==> src/rtl/fnn_wmem_pkg.sv <==
// Shared types and helpers for the per-neuron loadable weight store.
// Optional build macro: WMEM_PARITY_EN (adds one even-parity bit per word).
package fnn_wmem_pkg;

    // Default weight word width (signed fixed point, opaque to the store).
    localparam int WMEM_DATA_WIDTH = 16;

    // Widest word the parity helper covers.
    localparam int WMEM_MAX_WIDTH = 64;

    // Stream controller states.
    typedef enum logic [1:0] {
        IDLE   = 2'd0,
        STREAM = 2'd1,
        DRAIN  = 2'd2
    } wmem_state_t;

    // Even parity: XOR of all bits. Callers zero-extend narrower words,
    // which leaves the result unchanged.
    function automatic logic even_parity(input logic [WMEM_MAX_WIDTH-1:0] word);
        return ^word;
    endfunction

endpackage

==> src/rtl/wmem_sdp_ram.sv <==
// Simple dual-port RAM: one write port, one synchronous read port with
// read enable. The read register is the streamed output register, so it
// resets to zero while the storage array itself is never cleared.
// Optional build macro: WMEM_PARITY_EN (widens WIDTH at the instantiation).
module wmem_sdp_ram #(
    parameter int WIDTH = 16,
    parameter int DEPTH = 30,
    parameter int AW    = 5
) (
    input  logic             clk,
    input  logic             rst_n,
    input  logic             we,
    input  logic [AW-1:0]    waddr,
    input  logic [WIDTH-1:0] wdata,
    input  logic             re,
    input  logic [AW-1:0]    raddr,
    output logic [WIDTH-1:0] rdata
);

    logic [WIDTH-1:0] mem [0:DEPTH-1];

    // Write port; contents survive reset.
    always_ff @(posedge clk) begin
        if (we) mem[waddr] <= wdata;
    end

    // Registered read; holds its value whenever re is low.
    always_ff @(posedge clk or negedge rst_n) begin
        if (!rst_n)  rdata <= '0;
        else if (re) rdata <= mem[raddr];
    end

endmodule

==> src/rtl/weight_stream_mem.sv <==
// Loadable weight store for one neuron: words are written through a load
// port while idle and streamed out mem[0..NUM_WEIGHT-1] under a valid/ready
// handshake with back-pressure and a last-beat flag.
// Optional build macro: WMEM_PARITY_EN (per-word even parity, par_err flag).
//
// Handshake: a beat transfers on a rising edge where w_valid && w_ready.
// While w_valid && !w_ready, w_data/w_last/par_err are held unchanged.
// w_valid never drops without a transfer.
module weight_stream_mem
    import fnn_wmem_pkg::*;
#(
    parameter int NUM_WEIGHT = 30,
    parameter int DATA_WIDTH = WMEM_DATA_WIDTH,
    parameter int ADDR_WIDTH = $clog2(NUM_WEIGHT)
) (
    input  logic                  clk,
    input  logic                  rst_n,
    input  logic                  ld_en,
    input  logic [ADDR_WIDTH-1:0] ld_addr,
    input  logic [DATA_WIDTH-1:0] ld_data,
    output logic                  ld_err,
    input  logic                  start,
    output logic                  busy,
    output logic [DATA_WIDTH-1:0] w_data,
    output logic                  w_valid,
    input  logic                  w_ready,
    output logic                  w_last,
    output logic                  par_err
);

    localparam logic [1:0] ST_IDLE   = IDLE;
    localparam logic [1:0] ST_STREAM = STREAM;
    localparam logic [1:0] ST_DRAIN  = DRAIN;

`ifdef WMEM_PARITY_EN
    localparam int RAM_W = DATA_WIDTH + 1;
`else
    localparam int RAM_W = DATA_WIDTH;
`endif

    logic [1:0]            state;
    logic [ADDR_WIDTH-1:0] rd_addr;
    logic                  in_range;
    logic                  ld_ok;
    logic                  re;
    logic                  at_last;
    logic [RAM_W-1:0]      ram_wdata;
    logic [RAM_W-1:0]      ram_rdata;

    // Writes are only safe while no stream is reading the array.
    assign in_range = 32'(ld_addr) < 32'(NUM_WEIGHT);
    assign ld_ok    = ld_en && (state == ST_IDLE) && in_range;

    // Fetch the next word whenever the output register is empty or draining.
    assign re      = (state == ST_STREAM) && (!w_valid || w_ready);
    assign at_last = (rd_addr == ADDR_WIDTH'(NUM_WEIGHT - 1));
    assign busy    = (state != ST_IDLE);

`ifdef WMEM_PARITY_EN
    // Store parity alongside the word; the output register then carries it,
    // so par_err travels with (and holds with) its beat.
    assign ram_wdata = {even_parity(64'(ld_data)), ld_data};
    assign w_data    = ram_rdata[DATA_WIDTH-1:0];
    assign par_err   = even_parity(64'(ram_rdata));
`else
    assign ram_wdata = ld_data;
    assign w_data    = ram_rdata;
    assign par_err   = 1'b0;
`endif

    wmem_sdp_ram #(
        .WIDTH (RAM_W),
        .DEPTH (NUM_WEIGHT),
        .AW    (ADDR_WIDTH)
    ) u_ram (
        .clk   (clk),
        .rst_n (rst_n),
        .we    (ld_ok),
        .waddr (ld_addr),
        .wdata (ram_wdata),
        .re    (re),
        .raddr (rd_addr),
        .rdata (ram_rdata)
    );

    // Stream controller: state, read address, valid and last flags.
    always_ff @(posedge clk or negedge rst_n) begin
        if (!rst_n) begin
            state   <= ST_IDLE;
            rd_addr <= '0;
            w_valid <= 1'b0;
            w_last  <= 1'b0;
        end else begin
            case (state)
                ST_IDLE: begin
                    if (start) state <= ST_STREAM;
                end
                ST_STREAM: begin
                    if (re) begin
                        w_valid <= 1'b1;
                        w_last  <= at_last;
                        if (at_last) begin
                            rd_addr <= '0;
                            state   <= ST_DRAIN;
                        end else begin
                            rd_addr <= rd_addr + ADDR_WIDTH'(1);
                        end
                    end
                end
                ST_DRAIN: begin
                    if (w_valid && w_ready && w_last) begin
                        w_valid <= 1'b0;
                        w_last  <= 1'b0;
                        state   <= ST_IDLE;
                    end
                end
                default: state <= ST_IDLE;
            endcase
        end
    end

    // Flag a rejected load for exactly the following cycle.
    always_ff @(posedge clk or negedge rst_n) begin
        if (!rst_n) ld_err <= 1'b0;
        else        ld_err <= ld_en && !ld_ok;
    end

endmodule

==> config.mk <==
export PLATFORM = sky130hd
export DESIGN_NAME = weight_stream_mem
export DESIGN_NICKNAME = d
export VERILOG_FILES = /design/src/rtl/fnn_wmem_pkg.sv /design/src/rtl/wmem_sdp_ram.sv /design/src/rtl/weight_stream_mem.sv
export SDC_FILE = /design/constraint.sdc
export NUM_CORES = 1
export LEC_CHECK = 0
export BUFFER_PORTS_ARGS = -buffer_cell sky130_fd_sc_hd__buf_2
export CORE_MARGIN = 1.5
export CORE_UTILIZATION = 40
export DETAILED_ROUTE_END_ITERATION = 10
export PLACE_DENSITY = 0.59
export SLEW_MARGIN = 40
export SYNTH_ARGS = -nofsm -noshare
export SYNTH_HDL_FRONTEND = slang
export SYNTH_SLANG_ARGS = --single-unit
==> constraint.sdc <==
create_clock -name clk -period 2.11 [get_ports clk]
set_input_delay 0.3165 -clock clk [delete_from_list [all_inputs] [get_ports clk]]
set_output_delay 0.3165 -clock clk [all_outputs]
set_load 0.01 [all_outputs]
==> results.sh <==
export IMPL_cell_internal_pwr_uw=20800
export IMPL_io_pins=47
export IMPL_critPathLaunchType="register"
export IMPL_antennaDiodeCount=0
export IMPL_core_rowCount=81
export IMPL_hold_worst_slack_ns=0.03547
export IMPL_critical_path_max_fanout=27
export IMPL_irDropWorstVdd_uv=683.6
export IMPL_rrSetupSlack_ns=0.002
export IMPL_floorplan_die_width_um=226.4
export IMPL_synth_seq_cells=506
export IMPL_switching_fraction_of_total_power_pct=29.77
export IMPL_path_clk_slew_ns=0.06
export IMPL_power_net_switching_uw=8819
export IMPL_synthesized_area_divided_by_synthesized_cell_count_sq_um=19.03
export IMPL_numPortBuffers=45
export IMPL_clk_path_buf_depth=3
export IMPL_groute_usage_overall_pct=19.32
export IMPL_p_per_area_mw_per_mm2=1232
export IMPL_maximum_number_of_pins_on_one_net_before_global_route_repair=34
export IMPL_cp_end_kind="register"
export IMPL_cts_inserted_buffers=52
export IMPL_floorplan_initialDensity_pct=40.69
export IMPL_clock_tree_root_cell="sky130_fd_sc_hd__clkbuf_16"
export IMPL_routabilityCongestion=0.8086
export IMPL_routed_via_count=10690
export IMPL_htree_num_levels=2
export IMPL_drt_wirelength_per_cell_um=25.45
export IMPL_syn_to_final_growth_pct=20.47
export IMPL_status="finished, final reports clean"
export IMPL_detail_route_antenna_nets=0
export IMPL_setup_total_negative_slack_ns=0
export IMPL_drt_iter0_drc=907
export IMPL_netlist_top_cells_area="sky130_fd_sc_hd__edfxtp_1, sky130_fd_sc_hd__mux4_2, sky130_fd_sc_hd__mux2i_1, sky130_fd_sc_hd__dfrtp_1, sky130_fd_sc_hd__mux2_2"
export IMPL_timing_slew_headroom_pct=50.24
export IMPL_finalClockSkew_ns=0.01201
export IMPL_source_to_sink_clock_delay_at_the_later_pin_of_the_worst_skew_pair_ns=0.58
export IMPL_fmax_mhz=474.4
export IMPL_synth_enable_flop_cells=480
export IMPL_post_dp_hpwl_mm=31.27
export IMPL_grt_first_pass_wirelength_mm=71.20
export IMPL_grt_ovfl_total=0
export IMPL_pre_cts_slack_ns=-0.1647
export IMPL_worstSetupPathType="register to register"
export IMPL_drt_first_pass_iters=7
export IMPL_p_clk_share_pct=29.9
export IMPL_cts_tree="done"
export IMPL_wl_mm=49.40
export IMPL_total_leakage_power_uw=0.008002
export IMPL_post_route_min_period_ns=2.108
export IMPL_share_of_cells_above_drive_strength_1_pct=33.83
export IMPL_synth_ff_type="sky130_fd_sc_hd__edfxtp_1"
export IMPL_synth_cell_area_sq_mm=0.01996
export IMPL_grt_pass1_vias=10660
export IMPL_area_sequential_sq_mm=0.01507
export IMPL_distinct_cells_synth=53
export IMPL_finalMaxSlewViolations=0
export IMPL_synthCells=1049
export IMPL_rsz0062_at_grt="true"
export IMPL_grt_antenna_before_repair=2
export IMPL_post_route_period_util_pct=99.91
export IMPL_syn_nets=1077
export IMPL_holdCritPathClass="input port to register"
export IMPL_netlist_area_leader_share_pct=72.21
export IMPL_die_area_sq_mm=0.05125
export IMPL_area_occupied_by_multi_input_gates_sq_mm=0.004687
export IMPL_synth_warnings=0
export IMPL_combPwrFrac_pct=31.0
export IMPL_numClockSinks=506
export IMPL_seq_pwr_share_pct=39.1
export IMPL_drcViolationCount=0
export IMPL_worstPathRequired_ns=2.55
export IMPL_seq_area_frac_synth_pct=75.47
export IMPL_finalWorstSetupSlack_ns=0.002001
export IMPL_hold_viol_final=0
export IMPL_tightest_slew_ns=0.7463
export IMPL_vias_per_cell=5.507
export IMPL_report_final_setup_viol=0
export IMPL_worst_ep_arrival_time_ns=2.54
export IMPL_synthArstFlopShare_pct=5.138
export IMPL_drv_max_cap_violation_count=0
export IMPL_synth_largest_area_cell="sky130_fd_sc_hd__edfxtp_1"
export IMPL_num_fill_cells=4099
export IMPL_design_final_nets=1264
export IMPL_placeable_core_region_sq_mm=0.04905
export IMPL_die_h_um=226.4
## worst max-delay path, stage by stage, from the launching register on
cell and delay, ns:
sky130_fd_sc_hd__dfrtp_4 0.51, sky130_fd_sc_hd__buf_12 0.15, sky130_fd_sc_hd__buf_12 0.17, sky130_fd_sc_hd__mux4_2 0.29, sky130_fd_sc_hd__nor2b_1 0.16, sky130_fd_sc_hd__a2111oi_2 0.55, sky130_fd_sc_hd__a211oi_1 0.10
## flip-flops by register name, summed over array words and instances, names as in the netlist
| name | cells |
|---|---|
| u_ram.mem | 480 |
| state | 2 |
| w_last | 1 |
| w_valid | 1 |
| rd_addr | 5 |
| ld_err | 1 |
| u_ram.rdata | 16 |
## power by group through the flow
| stage | logic [uW] | registers, uW | clock network [uW] |
|---|---|---|---|
| 2_1_floorplan | 5340 | 11600 | 0 |
| 3_3_place_gp | 8260 | 11800 | 0 |
| 3_5_place_dp | 8320 | 11800 | 0 |
| 4_1_cts | 8780 | 11600 | 9010 |
| 5_1_grt | 9750 | 11600 | 9400 |
| 6_report | 9180 | 11600 | 8870 |
## cells by family (layout without fill, tap and decap cells)
family | after synthesis | in the layout | share of synthesized area [%]
simple gates | 162 | 162 | 3.918
mux | 184 | 184 | 13.54
other cells | 1 | 1 | 0.01879
buf+inv | 67 | 295 | 2.200
compound gates | 127 | 127 | 4.726
flops | 506 | 506 | 75.47
fa+ha+maj | 2 | 2 | 0.1253
## metrics by stage
step / cell area [sq um] / utilization, % / total power (uW) / std cells
2_1_floorplan: 19990 / - / 16990 / 1049
3_3_place_gp: 22030 / 44.90 / 20100 / 1832
3_5_place_dp: 22030 / 44.90 / 20160 / 1832
4_1_cts: 23820 / 48.56 / 29360 / 1936
5_1_grt: 24050 / 49.02 / 30750 / 1941
6_report: 24050 / 49.02 / 29620 / 1941
## cell usage after synthesis (3+ instances only)
library cell / instances
sky130_fd_sc_hd__nand4_1: 3
sky130_fd_sc_hd__buf_6: 11
sky130_fd_sc_hd__a221oi_1: 11
sky130_fd_sc_hd__a2111oi_2: 5
sky130_fd_sc_hd__a21oi_1: 20
sky130_fd_sc_hd__nand2b_1: 6
sky130_fd_sc_hd__clkbuf_1: 14
sky130_fd_sc_hd__o32ai_1: 10
sky130_fd_sc_hd__buf_1: 3
sky130_fd_sc_hd__nand3b_1: 3
sky130_fd_sc_hd__buf_2: 17
sky130_fd_sc_hd__a22oi_1: 3
sky130_fd_sc_hd__o22ai_1: 32
sky130_fd_sc_hd__inv_1: 5
sky130_fd_sc_hd__a211oi_1: 15
sky130_fd_sc_hd__nor2b_1: 13
sky130_fd_sc_hd__nor3_2: 3
sky130_fd_sc_hd__nand3_1: 9
sky130_fd_sc_hd__a22o_1: 3
sky130_fd_sc_hd__a211o_1: 5
sky130_fd_sc_hd__mux2_1: 12
sky130_fd_sc_hd__mux2i_1: 72
sky130_fd_sc_hd__mux2_2: 36
sky130_fd_sc_hd__or3_1: 3
sky130_fd_sc_hd__mux4_2: 64
sky130_fd_sc_hd__and2_1: 3
sky130_fd_sc_hd__nor2_1: 75
sky130_fd_sc_hd__buf_4: 15
sky130_fd_sc_hd__a2111oi_1: 3
sky130_fd_sc_hd__nand2_1: 15
sky130_fd_sc_hd__edfxtp_1: 480
sky130_fd_sc_hd__nor3_1: 17
sky130_fd_sc_hd__dfrtp_1: 26
sky130_fd_sc_hd__o21ai_0: 11
## final cells by class
class,instances,area share (%)
Clock buffer,75,5.900
Clock inverter,20,0.8273
Inverter,5,0.07805
Multi-Input combinational cell,476,19.49
Sequential cell,506,62.68
Tap cell,664,3.455
Timing Repair Buffer,195,7.565
## metal layers
layer / track usage, % / up-vias / share of wire (%)
met5: 0 / - / 0
met4: 4.667 / 0 / 2.0
met3: 3.136 / 60 / 6.3
met2: 31.39 / 387 / 48
met1: 27.30 / 5613 / 44
li1: - / 4629 / -
## path summary, 6_finish.rpt
kind                            cells after the start                    from                           to
min in group asynchronous                           2                   rst_n  u_ram.rdata[15]$_DFFE_PN0P_
worst min-delay path                                3                   start         state[0]$_DFFE_PN0P_
worst max register to register                      6  rd_addr[1]$_DFFE_PN0P_   u_ram.rdata[0]$_DFFE_PN0P_
max in group asynchronous                           3                   rst_n       rd_addr[0]$_DFFE_PN0P_
worst min register to register                      2    state[0]$_DFFE_PN0P_         state[1]$_DFFE_PN0P_
worst max-delay path                                6  rd_addr[1]$_DFFE_PN0P_   u_ram.rdata[0]$_DFFE_PN0P_
## layout by cell type, fill, tap and decap left out, types with 5 or more instances in the layout
cell type                   netlist  final
sky130_fd_sc_hd__edfxtp_1       480    480
sky130_fd_sc_hd__buf_4           15    110
sky130_fd_sc_hd__mux2i_1         72     70
sky130_fd_sc_hd__mux4_2          64     64
sky130_fd_sc_hd__clkbuf_16        0     55
sky130_fd_sc_hd__nor2_1          75     51
sky130_fd_sc_hd__buf_2           17     45
sky130_fd_sc_hd__mux2_2          36     36
sky130_fd_sc_hd__buf_12           1     31
sky130_fd_sc_hd__o22ai_1         32     29
sky130_fd_sc_hd__nor2_2           2     25
sky130_fd_sc_hd__dfrtp_1         26     23
sky130_fd_sc_hd__clkbuf_1        14     21
sky130_fd_sc_hd__a21oi_1         20     17
sky130_fd_sc_hd__a211oi_1        15     15
sky130_fd_sc_hd__nand2_1         15     14
sky130_fd_sc_hd__nor2b_1         13     12
sky130_fd_sc_hd__mux2_1          12     12
sky130_fd_sc_hd__a221oi_1        11     10
sky130_fd_sc_hd__o32ai_1         10     10
sky130_fd_sc_hd__nor3_1          17     10
sky130_fd_sc_hd__nor3_2           3     10
sky130_fd_sc_hd__nand3_1          9      9
sky130_fd_sc_hd__o21ai_0         11      9
sky130_fd_sc_hd__clkinv_2         0      9
sky130_fd_sc_hd__a2111oi_2        5      8
sky130_fd_sc_hd__inv_1            5      5
sky130_fd_sc_hd__nand2b_1         6      5
sky130_fd_sc_hd__a211o_1          5      5
sky130_fd_sc_hd__clkinv_1         0      5
## repair_timing
item | 4_1_cts | 5_1_grt
hold endpoints to repair | 26 | 0
resized for setup | 11 | 35
setup endpoints to repair | 13 | 160
setup buffers | 7 | 3
hold buffers | 1 | 0
pin swaps | 2 | 3
gates cloned | 1 | 2
Power figures use the tool's default switching activity.
